File: src/rtl/uart_rx_drain_ctrl.sv
// Drains the UART RX FIFO and presents each {BE,OE,PE,FE,data} entry on a valid/ready
// stream, applying the drop/flush policy and keeping saturating per-error counters.
module uart_rx_drain_ctrl #(
  parameter int CNT_WIDTH      = 8,
  parameter int DROP_ERRORED   = 1,
  parameter int FLUSH_ON_BREAK = 1
) (
  input  logic                 UART_clk,
  input  logic                 rst,
  input  logic                 fifo_empty,
  output logic                 fifo_rd_en,
  input  logic [11:0]          fifo_rd_data,
  output logic [7:0]           m_data,
  output logic [3:0]           m_err,
  output logic                 m_valid,
  input  logic                 m_ready,
  input  logic                 flush_req,
  output logic                 busy,
  input  logic                 cnt_clr,
  output logic [CNT_WIDTH-1:0] be_cnt,
  output logic [CNT_WIDTH-1:0] oe_cnt,
  output logic [CNT_WIDTH-1:0] pe_cnt,
  output logic [CNT_WIDTH-1:0] fe_cnt
);

  typedef enum logic [2:0] {
    S_IDLE    = 3'd0,
    S_READ    = 3'd1,
    S_CAPTURE = 3'd2,
    S_HOLD    = 3'd3,
    S_FLUSH   = 3'd4
  } state_t;

  state_t               r_state;
  state_t               w_state_next;
  logic [7:0]           r_data;
  logic [3:0]           r_err;
  logic                 r_valid;
  logic [CNT_WIDTH-1:0] r_cnt [4];
  logic                 w_capture;
  logic                 w_break;
  logic                 w_drop;
  logic                 w_load;

  // A flush request in CAPTURE discards the pending entry before it is counted.
  assign w_capture = (r_state == S_CAPTURE) && !flush_req;
  assign w_break   = (FLUSH_ON_BREAK != 0) && fifo_rd_data[11];
  assign w_drop    = (DROP_ERRORED != 0) && (fifo_rd_data[9] || fifo_rd_data[8]);
  assign w_load    = w_capture && !w_break && !w_drop;

  always_ff @(posedge UART_clk or posedge rst) begin
    if (rst) begin
      r_state <= S_IDLE;
    end else begin
      r_state <= w_state_next;
    end
  end

  always_comb begin
    w_state_next = r_state;
    if (flush_req) begin
      w_state_next = S_FLUSH;
    end else begin
      case (r_state)
        S_IDLE:    if (!fifo_empty) w_state_next = S_READ;
        S_READ:    w_state_next = S_CAPTURE;
        S_CAPTURE: begin
          if (w_break)     w_state_next = S_FLUSH;
          else if (w_drop) w_state_next = S_IDLE;
          else             w_state_next = S_HOLD;
        end
        S_HOLD:    if (m_ready) w_state_next = S_IDLE;
        S_FLUSH:   if (fifo_empty) w_state_next = S_IDLE;
        default:   w_state_next = S_IDLE;
      endcase
    end
  end

  // Read strobe is gated by reset so no read leaks out while rst is held.
  always_comb begin
    fifo_rd_en = 1'b0;
    busy       = (r_state != S_IDLE);
    if (!rst && !fifo_empty) begin
      if (r_state == S_FLUSH) begin
        fifo_rd_en = 1'b1;
      end else if ((r_state == S_IDLE) && !flush_req) begin
        fifo_rd_en = 1'b1;
      end
    end
  end

  always_ff @(posedge UART_clk or posedge rst) begin
    if (rst) begin
      r_valid <= 1'b0;
      r_data  <= '0;
      r_err   <= '0;
    end else begin
      if (flush_req) begin
        r_valid <= 1'b0;
      end else if (w_load) begin
        r_valid <= 1'b1;
      end else if ((r_state == S_HOLD) && m_ready) begin
        r_valid <= 1'b0;
      end
      if (w_load) begin
        r_data <= fifo_rd_data[7:0];
        r_err  <= fifo_rd_data[11:8];
      end
    end
  end

  // Counter gi tracks flag bit fifo_rd_data[8+gi]: 0=FE 1=PE 2=OE 3=BE.
  generate
    for (genvar gi = 0; gi < 4; gi++) begin : g_cnt
      always_ff @(posedge UART_clk or posedge rst) begin
        if (rst) begin
          r_cnt[gi] <= '0;
        end else if (cnt_clr) begin
          r_cnt[gi] <= '0;
        end else if (w_capture && fifo_rd_data[8+gi] && (r_cnt[gi] != '1)) begin
          r_cnt[gi] <= r_cnt[gi] + 1'b1;
        end
      end
    end
  endgenerate

  assign m_data  = r_data;
  assign m_err   = r_err;
  assign m_valid = r_valid;
  assign fe_cnt  = r_cnt[0];
  assign pe_cnt  = r_cnt[1];
  assign oe_cnt  = r_cnt[2];
  assign be_cnt  = r_cnt[3];

endmodule

File: config.mk
export PLATFORM = sky130hd
export DESIGN_NAME = uart_rx_drain_ctrl
export DESIGN_NICKNAME = d
export VERILOG_FILES = /design/src/rtl/uart_rx_drain_ctrl.sv
export SDC_FILE = /design/constraint.sdc
export NUM_CORES = 1
export LEC_CHECK = 0
export BUFFER_PORTS_ARGS = -buffer_cell sky130_fd_sc_hd__buf_2
export CORE_UTILIZATION = 44
export DETAILED_ROUTE_END_ITERATION = 16
export PLACE_DENSITY = 0.69
export RECOVER_POWER = 25
export SLEW_MARGIN = 0
export SYNTH_ARGS = -nofsm -noshare
export SYNTH_HDL_FRONTEND = slang
export SYNTH_SLANG_ARGS = --single-unit
File: constraint.sdc
create_clock -name UART_clk -period 2.54 [get_ports UART_clk]
set_input_delay 0.127 -clock UART_clk [delete_from_list [all_inputs] [get_ports UART_clk]]
set_output_delay 0.127 -clock UART_clk [all_outputs]
set_load 0.005 [all_outputs]
==> results.md, run 1 <==
Run status:
- The flow ran to the end, and the final reports show no timing, DRC or antenna violations.

Worst setup path:
- Traced cell by cell, the critical path runs through nor4b_4, o211ai_1, or4_1, a21oi_1.
- The worst-case reg-to-reg path depth is 4.
- The peak fanout along the critical path is 14.
- The gate family responsible for the most delay along the worst path is simple AND/OR/NAND/NOR gates.
- The reg-to-reg critical path startpoint is r_state[0].
- Counting buffers and inverters, the worst setup path is 4 cells deep.
- The critical path is of the reg -> reg type.
- For this run, the slowest stage of the critical path takes 0.59 ns.
- The worst setup path is launched from a register.
- The register-to-register setup slack is 0.41 ns.
- The slowest stage cell on the critical path is sky130_fd_sc_hd__or4_1.
- The number of buffers and inverters on the critical path is 0.
- STA classifies the critical path endpoint as a register.
- The required time of the critical path is 2.76 ns.
- The arrival time at the worst endpoint is 2.34 ns.
- The source of the critical timing path is r_state[0].
- The critical path ends at pe_cnt[5].
- The capturing point of the worst reg2reg path is pe_cnt[5].

Synth:
- The top cell type by total area after synthesis is sky130_fd_sc_hd__dfrtp_1.
- Sequential elements use 51.17% of the synthesized area.
- Ranked by instance count, the synthesized netlist is headed by sky130_fd_sc_hd__dfrtp_1 (48), sky130_fd_sc_hd__a21oi_1 (17), sky130_fd_sc_hd__nor2_1 (17).
- The netlist uses 41 different library cells.
- The top cell type by area accounts for 51.17% of the synthesized area.
- The post-synth net total is 245.
- The synthesized netlist cell count is 223.
- The post-synthesis register bit count is 48.
- For this run, the leading register cell type out of synthesis is sky130_fd_sc_hd__dfrtp_1.
- The leading cell type by number of instances after synthesis is sky130_fd_sc_hd__dfrtp_1.
- The mapped netlist covers 2347 um^2.
- Sorting the synthesized cells by area gives the leading types as sky130_fd_sc_hd__dfrtp_1 (51%), sky130_fd_sc_hd__mux2_2 (4.8%), sky130_fd_sc_hd__a21oi_1 (3.6%).
- The async set-or-reset flop fraction in the synthesized netlist is 100.0%.
- The average footprint of a synthesized cell is 10.53 um^2.
- Yosys mapped a number of flops with a built-in enable equal to 0.
- During synthesis, Yosys emitted a total of 0 warnings.

Place:
- In this run the tool buffered the top-level ports with 64 buffer cells.
- The detailed placer's ending HPWL is 3543 um.
- Once placement completed, the tool counted placed cells totaling 351.
- At the end of routability-driven placement, the weighted congestion stood at 0.8322.
- At the placement stage, the worst setup path has a slack of 0.3796 ns.

Routing:
- The total via count in the routed design is 1992.
- The vias per cell is 5.549.
- The wire length per cell after detailed routing is 13.84 um.
- Once detail routing completed, the nets flagged for antenna violations numbered 0.
- The final layout contains routed wiring with a total length of 4968 um.
- For this run, design rule violations remaining after detail routing come to 0.
- The DRC violation total after the first TritonRoute iteration is 61.
- The pre-antenna-repair detailed-routing pass consisted of 4 iterations.

Timing:
- The worst path setup slack after routing is 0.4136 ns.
- Clock skew on the completed layout was measured at 0.01001 ns.
- The sum of negative setup slack is 0 ns.
- The count of endpoints failing hold in the final timing report is 0.
- For this run, the top clock speed supported by timing is 470.3 MHz.
- Setup repair after global routing left no endpoint under its margin.
- The measured slew at the worst slew-check pin is 0.9856 ns.
- Subtracting the final worst setup slack from the clock period gives 2.126 ns.
- The tightest slew margin relative to the limit is 34.22%.
- After layout, the worst path uses 83.71% of the clock period.
- The number of slew-limit violations in the final report is 0.
- The number of setup violations in the final report is 0.

Power:
- Across the VDD grid, the largest voltage drop is 0.0003205 V.
- The power density over cell area is 515.1 nW/um^2.
- For this design the static power due to leakage is 1.382 nW.

Die:
- Once the floorplan was initialized, standard cells occupied 45.96% of the core.
- The floorplan has 26 rows.
- The die area is 5631 um^2.
- The die height is 75.04 um.
- The floorplan core area is 5107 um^2.
- In this run the count of I/O pins placed on the die edge is 65.
- The x dimension of the die is 75.04 um.

Layout:
- The repair_antennas step left the layout with diodes totalling 0.
- The post-layout net count is 311.
- The number of filler cells placed in the layout is 484.
- Across the whole layout, storage elements account for 1201 um^2.
- The growth of design area from synthesis to finish is 22.02%.
- Summing all multi-input logic gate instances after layout gives 1084 um^2.
- The finished layout holds 359 standard cells, fillers aside.
- The ratio of cells with drive above 1 in the final layout is 29.41%.

GRT:
- The number of global-route vias before repair is 1781.
- Entering global routing, the biggest net connects 34 pins.
- The wire length of the first global-routing pass is 7969 um.
- Global routing finished with a remaining overflow of 0.
- The initial antenna violation count is 0.
- The overall track demand over capacity in global routing is 18.78%.

Job:
- Across the run, the number of max-cap violations was 0.

CTS:
- The H-tree was split into 2 levels.
- The maximum count of clock buffers along a single path is 2.
- Post-CTS repair changed the size of 0 cells.
- After clock tree synthesis, the clock-pin slew on the worst setup and hold paths is 0.09 ns.
- The count of clock tree sinks is 48.
- The root buffer cell is sky130_fd_sc_hd__clkbuf_8.
- The clock tree from TritonCTS is built.
- The number of clock buffers added by TritonCTS is 5.
- The buffer count from post-CTS setup fixing is 0.
- At the later pin of the worst-skew pair, clock insertion delay measures 0.30 ns.

Worst hold path:
- The type of the most critical hold path is in -> reg.
==> flip-flops by register name, indices dropped and copies added (netlist names) <==
register  count
pe_cnt        8
r_state       3
m_err         4
oe_cnt        8
be_cnt        8
fe_cnt        8
m_valid       1
m_data        8
==> cell families (layout without fill, tap and decap cells) <==
logic type	Yosys count	count (layout)	synth area share, %
AND/OR/NAND/NOR	85	85	20.42
flip-flops	48	48	51.17
adder cells (fa/ha/maj)	4	4	2.132
XOR/XNOR	6	6	2.239
multiplexers	14	14	6.503
buffers and inverters	13	79	2.665
AO/OA/AOI/OAI	53	53	14.87
==> where the power goes <==
part	total [mW]	internal, mW	switching [mW]
sequential	0.774	0.768	0.00640
clock	0.638	0.387	0.250
combinational	0.0630	0.0235	0.0395
==> worst min path at each step <==
stage | from | end | slack (ns) | depth (start not counted)
2_1_floorplan | flush_req | m_valid | 0.19 | 1
3_3_place_gp | rst | m_valid | 0.21 | 2
3_5_place_dp | rst | be_cnt[6] | 0.22 | 2
4_1_cts | fifo_rd_data[2] | m_data[2] | 0.05 | 2
5_1_grt | fifo_rd_data[7] | m_data[7] | 0.04 | 2
6_report | fifo_rd_data[4] | m_data[4] | 0.05 | 2
==> stage by stage <==
step	cell area [um^2]	hold slack (ns)	utilization, %	total power [mW]
detailed placement	2730	0.2185	53.45	0.8536
finish	2864	0.05316	56.08	1.475
global route	2864	0.04414	56.08	1.531
CTS	2869	0.04554	56.17	1.495
floorplan	2347	0.1934	-	0.8214
global placement	2730	0.2119	53.45	0.8523
==> metal layers <==
layer  vias to the layer above  track usage, %  part of all wire (%)
met1                       968           23.46                    45
li1                        961               -                     -
met4                         0           7.757                   1.2
met5                         -               0                     0
met2                        57           30.13                    47
met3                         6           6.024                   6.5
==> cells in the final DEF, fill, tap and decap left out, drive strengths merged, types with 2 or more instances in the layout <==
cell type,instances
nand4,5
dfrtp,48
or3,10
mux2,10
or4,6
o21ba,2
bufinv,2
and4,2
nor2b,3
o31ai,6
xor2,6
and2,4
and3,3
a31oi,3
nor4,2
a21oi,17
buf,63
ha,4
mux2i,4
o2111ai,2
o21ai,9
nand3,14
clkbuf,9
inv,4
nor2,17
nor3,4
o211ai,4
nand2,10
nor4b,2
a211oi,6
==> layout make-up <==
class,count,area share (%)
Tap cell,70,3.058
Inverter,4,0.5242
Clock inverter,2,2.097
Sequential cell,48,41.94
Timing Repair Buffer,68,12.15
Clock buffer,5,2.403
Multi-Input combinational cell,162,37.83
==> timing repair <==
| item | CTS | global route |
|---|---|---|
| hold buffers | 1 | 0 |
| endpoints found under the setup margin | 0 | 0 |
| endpoints found under the hold margin | 24 | 0 |
Power figures use the tool's default switching activity.
==> run 2: changes to the inputs <==
Clock period 2.54 ns to 2.09 ns, I/O delays scaled along.
==> results.md, run 2 (synthesized netlist as in run 1, its figures left out) <==
Run status:
- The flow ran to the end, and the final reports show no timing, DRC or antenna violations.

CTS:
- No sink is reached through more buffers than the 2 on the longest clock path.
- The clock transition at the register clock pins on the worst setup and hold paths after CTS is 0.09 ns.
- The number of cells upsized or downsized after cts is 0.
- The count of clock tree sinks is 48.
- The insertion delay to the later sink of the worst-skew pair is 0.30 ns.
- TritonCTS built the clock tree.
- The CTS buffer count is 5.
- The maximum level of the CTS H-tree is 2.
- Clock tree synthesis selected as its root buffer the cell sky130_fd_sc_hd__clkbuf_8.

Layout:
- In the final layout, the multi-input gates occupy 1084 um^2.
- Summing all flip-flop and latch instances after layout gives 1201 um^2.
- The area growth from synthesis to layout is 22.81%.
- The final core utilization is 56.44%.
- The diode insertion count for antenna repair is 0.
- The number of filler cells placed in the layout is 468.
- The most common library cell in the layout ignoring fill and taps is sky130_fd_sc_hd__buf_2.
- The ratio of cells with drive above 1 in the final layout is 31.31%.
- In the layout the commonest cells are sky130_fd_sc_hd__buf_2 (62), sky130_fd_sc_hd__dfrtp_1 (48), sky130_fd_sc_hd__a21oi_1 (17), sky130_fd_sc_hd__nor2_1 (17), sky130_fd_sc_hd__nand3_1 (14).
- For this run, the post-layout net count is 318.

Worst setup path:
- In this run the critical register-to-register path is launched from r_state[0].
- The worst-case reg-to-reg path depth is 5.
- The category of the worst setup path capture point is a register.
- The critical setup path kind is reg -> reg.
- The peak fanout along the critical path is 10.
- STA classifies the critical path startpoint as a register.
- The required time of the critical path is 2.32 ns.
- The arrival time at the worst endpoint is 2.16 ns.
- The register-to-register setup slack is 0.15 ns.
- The worst register-to-register path ends at fe_cnt[5].

Timing:
- Setup violations remaining at the end of the flow were counted as 0.
- The sum of negative setup slack is 0 ns.
- Clock skew on the completed layout was measured at 0.002984 ns.
- The count of endpoints failing hold in the final timing report is 0.
- The measured slew at the worst slew-check pin is 0.7766 ns.
- Based on the critical path, the design can be clocked at up to 516.2 MHz.
- The final critical path takes up 92.69% of the cycle.
- The number of slew-limit violations in the final report was 0.
- Setup repair after global routing left no endpoint under its margin.
- Subtracting the final worst setup slack from the clock period gives 1.937 ns.
- The tightest slew margin relative to the limit is 48.22%.

Power:
- In this run the power density over the cells is 558.7 nW/um^2.
- Across the VDD grid, the largest voltage drop is 0.0004125 V.
- In this run the static leakage power is 1.406 nW.

Routing:
- The wire length per cell after detailed routing is 13.25 um.
- The remaining antenna violation count after routing is 0.
- The vias per cell is 5.425.
- The residual DRC count is 0.
- The routed design has 4861 um of wire.
- For this block, the via count after detailed routing is 1991.
- The pre-antenna-repair detailed-routing pass consisted of 4 iterations.
- For this block, the initial DRC count from the detailed router was 125.

Die:
- In this run the standard cell core region covers 5107 um^2.
- The die area is 5631 um^2.
- The x dimension of the die is 75.04 um.
- For this configuration, the core starts out at a cell density of 45.96%.
- The die height is 75.04 um.
- The total I/O pin count is 65.
- The row count is 26.

GRT:
- Global routing used 18.15% of the available tracks.
- The overall overflow remaining after global route is 0.
- The initial antenna violation count is 0.
- Entering global routing, the biggest net connects 31 pins.
- The first global-routing pass estimated 7700 um of wire.
- The number of global-route vias before repair is 1748.

Worst hold path:
- The path class of the tightest hold or removal check is in -> reg.
- The source of the worst hold timing path is fifo_rd_data[5].
- The endpoint with the worst hold slack is m_data[5].
- The worst hold path was traced through 2 stages.

Place:
- At the end of routability-driven placement, the weighted congestion stood at 0.8498.
- The number of buffer cells added on primary ports is 64.
- The HPWL after detailed placement is 3490 um.

Job:
- The max-cap check violation count is 0.
run 2: cell types whose count changed in the layout (fill, tap and decap cells not counted), sizes merged:
cell | previous run | this run
dlygate4sd3 | 1 | 2
clkbuf | 9 | 10
clkinv | 0 | 1
inv | 4 | 5
buf | 63 | 69
bufinv | 2 | 0
run 2: worst max path at each step:
stage,from,endpoint,slack (ns),depth (start not counted)
after global routing,r_state[0],fe_cnt[5],0.02,5
final,r_state[0],fe_cnt[5],0.15,5
after floorplan,r_state[0],be_cnt[3],0.33,6
after detailed placement,r_state[0],fe_cnt[5],0.17,5
after global placement,r_state[0],fe_cnt[5],0.21,5
after CTS,r_state[0],fe_cnt[5],0.15,5
run 2: cell type report:
type / instances / share of cell area [%]
Clock buffer: 6 / 2.865
Timing Repair Buffer: 75 / 13.85
Inverter: 4 / 0.5208
Sequential cell: 48 / 41.67
Multi-Input combinational cell: 162 / 37.59
Tap cell: 70 / 3.038
Clock inverter: 2 / 0.4774
run 2: power by group:
| group | switching, mW | total [mW] | internal, mW |
|---|---|---|---|
| clock network | 0.316 | 0.587 | 0.271 |
| logic | 0.0534 | 0.0865 | 0.0331 |
| registers | 0.00419 | 0.938 | 0.934 |
run 2: critical path, stage by stage, from the launching register on:
cell and delay (ns):
sky130_fd_sc_hd__dfrtp_1 0.42, sky130_fd_sc_hd__nor4b_4 0.37, sky130_fd_sc_hd__buf_4 0.24, sky130_fd_sc_hd__o211ai_2 0.18, sky130_fd_sc_hd__or4_1 0.51, sky130_fd_sc_hd__a21oi_1 0.15
run 2: through the flow:
step | std cells | hold WS [ns] | worst slack [ns] | power (mW) | area, um^2
final | 367 | 0.02946 | 0.1527 | 1.611 | 2883
after global routing | 367 | 0.01177 | 0.02262 | 1.682 | 2883
after CTS | 367 | 0.01840 | 0.1507 | 1.631 | 2892
after detailed placement | 357 | 0.07744 | 0.1737 | 1.043 | 2775
after global placement | 357 | 0.08238 | 0.2076 | 1.042 | 2775
after floorplan | 223 | 0.1709 | 0.3308 | 0.9983 | 2347
run 2: layer usage:
layer	vias to the layer above	global-route usage, %	part of all wire (%)
li1	980	-	-
met4	0	8.176	1.6
met1	940	22.12	46
met2	62	28.83	45
met5	-	0	0
met3	9	6.693	7.6
run 2: what timing repair did:
item,4_1_cts,5_1_grt
hold endpoints to repair,13,0
buffers inserted,0,0
hold buffers,2,0
==> run 3: changes to the inputs <==
Settings changed: PLACE_DENSITY 0.69 to default, PLACE_DENSITY_LB_ADDON from default to 0.1.
==> results.md, run 3 (synthesized netlist as in run 1, its figures left out) <==
Die:
- 65 I/O pins were placed.
- After floorplanning, the core was sized to cover 5107 um^2.
- From left edge to right edge, the die measures 75.04 um.
- From bottom edge to top edge, the die measures 75.04 um.
- The die covers 5631 um^2.
- The starting density of the core is 45.96%.
- The row count is 26.

GRT:
- The initial antenna violation count is 0.
- The number of global-route vias before repair is 1818.
- The overall track demand over capacity in global routing is 19.09%.
- The wire length of the first global-routing pass is 8273 um.
- Entering global routing, the biggest net connects 28 pins.
- The overall overflow remaining after global route is 0.

Timing:
- The clock skew after layout is 0.006886 ns.
- At the pin with the least slew margin, the transition time is 0.9649 ns.
- The count of endpoints failing hold in the final timing report is 0.
- Setup repair after global routing left no endpoint under its margin.
- The peak clock frequency supported by timing is 544.7 MHz.
- The share of the cycle needed by the critical path after routing is 87.85%.
- The number of setup violations in the final report is 0.
- The shortest period the worst path allows is 1.836 ns.
- For the final routed database, the setup TNS stands at 0 ns.
- The number of slew-limit violations in the final report is 0.
- In the post-route analysis, the smallest setup slack over all paths is 0.2540 ns.
- The tightest slew margin relative to the limit is 35.67%.

Power:
- The share of power burned in registers is 55.9%.
- The internal portion of total power is 1.321 mW.
- Combinational logic is responsible for 5.1% of the overall power.
- The worst IR drop on VDD is 0.0004005 V.
- The power density over cell area is 575.3 nW/um^2.
- Net switching is 21.24% of the power.
- Summed over all nets, the switching power comes to 0.3563 mW.
- The clock network fraction of total power is 39.0%.
- The analysis attributes to cell leakage a power of 1.432 nW.

Worst setup path:
- The worst-case reg-to-reg path depth is 6.
- The endpoint identified for the worst register-to-register timing path is pe_cnt[5].
- STA puts the critical path data arrival time at 2.06 ns.
- In this run the critical register-to-register path is launched from r_state[2].
- The critical path is of the reg -> reg type.
- The register-to-register setup slack is 0.25 ns.
- In this run the worst path has a maximum fanout of 14.
- At the worst endpoint, the required time is 2.31 ns.
- STA classifies the critical path startpoint as a register.
- STA classifies the critical path endpoint as a register.

Worst hold path:
- The source of the worst hold timing path is fifo_rd_data[3].
- For hold timing, the worst endpoint is m_data[3].
- The type of the most critical hold path is in -> reg.
- The number of cells on the worst hold path is 2.

Layout:
- In the layout the commonest cells are sky130_fd_sc_hd__buf_2 (63), sky130_fd_sc_hd__dfrtp_1 (48), sky130_fd_sc_hd__a21oi_1 (17), sky130_fd_sc_hd__nor2_1 (17), sky130_fd_sc_hd__nand3_1 (14).
- The ratio of cells with drive above 1 in the final layout is 32.33%.
- The post-layout net count is 321.
- Compared with the post-synthesis result, the final layout area differs by 24.20%.
- The most common library cell in the layout ignoring fill and taps is sky130_fd_sc_hd__buf_2.
- The filler cells instantiated in the layout total 495.
- The diode insertion count for antenna repair is 0.
- The area used by multi-input combinational logic is 1084 um^2.
- In the final layout, flip-flops and latches occupy 1201 um^2.

CTS:
- The insertion delay to the later sink of the worst-skew pair is 0.30 ns.
- The tree is rooted in a sky130_fd_sc_hd__clkbuf_8.
- The number of cells upsized or downsized after cts is 0.
- The maximum level of the CTS H-tree is 2.
- Counting along the longest clock path gives a buffer depth of 2.
- The CTS buffer count is 5.
- The clock transition at the register clock pins on the worst setup and hold paths after CTS is 0.09 ns.
- Clock tree synthesis found a total of 48 sinks.
- The clock tree from TritonCTS is built.

Routing:
- The DRC violation total after the first TritonRoute iteration is 80.
- The total wire length after detailed routing is 5030 um.
- After detailed routing, the number of remaining DRC violations is 0.
- The total via count in the routed design is 1969.
- The vias per cell is 5.322.
- The pre-antenna-repair detailed-routing pass consisted of 4 iterations.
- The wire length per cell after detailed routing is 13.59 um.
- In this run the remaining antenna-violating nets after routing total 0.

Run status:
- The run finished with clean final reports.

Place:
- The detailed placer's ending HPWL is 3627 um.
- The weighted congestion at the end of routability-driven global placement is 0.7573.
- The number of buffer cells added on primary ports is 64.
- Before CTS, the worst setup slack after placement is 0.1014 ns.

Job:
- Max-cap violations in this run came to 0.
run 3: cell count changes in the layout (fill, tap and decap cells not counted):
cell	before	now
sky130_fd_sc_hd__clkbuf_8	6	5
sky130_fd_sc_hd__bufinv_16	0	1
sky130_fd_sc_hd__buf_2	62	63
sky130_fd_sc_hd__dlygate4sd3_1	2	1
sky130_fd_sc_hd__inv_6	1	0
sky130_fd_sc_hd__buf_4	7	11
run 3: worst max path at each step:
stage,start,end
2_1_floorplan,r_state[0],be_cnt[3]
3_3_place_gp,r_state[0],oe_cnt[5]
3_5_place_dp,r_state[0],oe_cnt[6]
4_1_cts,r_state[0],oe_cnt[6]
5_1_grt,r_state[2],fe_cnt[5]
6_report,r_state[2],pe_cnt[5]
run 3: power groups by stage:
stage | sequential [mW] | clock, mW | combinational, mW
floorplan | 0.957 | 0 | 0.0409
global placement | 0.956 | 0 | 0.0874
detailed placement | 0.956 | 0 | 0.0873
CTS | 0.938 | 0.681 | 0.0889
global route | 0.939 | 0.713 | 0.0975
finish | 0.938 | 0.655 | 0.0849
run 3: metrics by stage:
step	instances	hold WS [ns]	utilization, %	cell area (um^2)	power [mW]
finish	370	0.03319	57.08	2915	1.677
detailed placement	357	0.03901	54.34	2775	1.044
global route	370	0.02519	57.08	2915	1.750
global placement	357	0.04523	54.34	2775	1.043
CTS	366	0.02486	56.64	2893	1.708
floorplan	223	0.1709	-	2347	0.9983
run 3: what timing repair did:
item                                    4_1_cts  5_1_grt
buffers inserted                              0        4
hold buffers                                  1        0
endpoints found under the setup margin        0        5
endpoints found under the hold margin         8        0
run 3: area by class of cell:
class | instances | area share [%]
Sequential cell | 48 | 41.20
Clock inverter | 2 | 1.202
Inverter | 4 | 0.5150
Tap cell | 70 | 3.004
Timing Repair Buffer | 78 | 14.42
Multi-Input combinational cell | 162 | 37.17
Clock buffer | 6 | 2.489
run 3: per-layer routing:
layer | track usage [%] | vias up | share of wire, %
met2 | 31.03 | 36 | 45
met5 | 0 | - | 0
li1 | - | 996 | -
met3 | 4.819 | 5 | 4.7
met4 | 4.403 | 0 | 0.78
met1 | 25.77 | 932 | 49
run 3: critical path: stages, from the launching register on:
cell,delay [ns]
sky130_fd_sc_hd__dfrtp_1,0.41
sky130_fd_sc_hd__nor4b_4,0.30
sky130_fd_sc_hd__buf_4,0.16
sky130_fd_sc_hd__o211ai_1,0.08
sky130_fd_sc_hd__buf_4,0.19
sky130_fd_sc_hd__or4_1,0.46
sky130_fd_sc_hd__a21oi_1,0.16
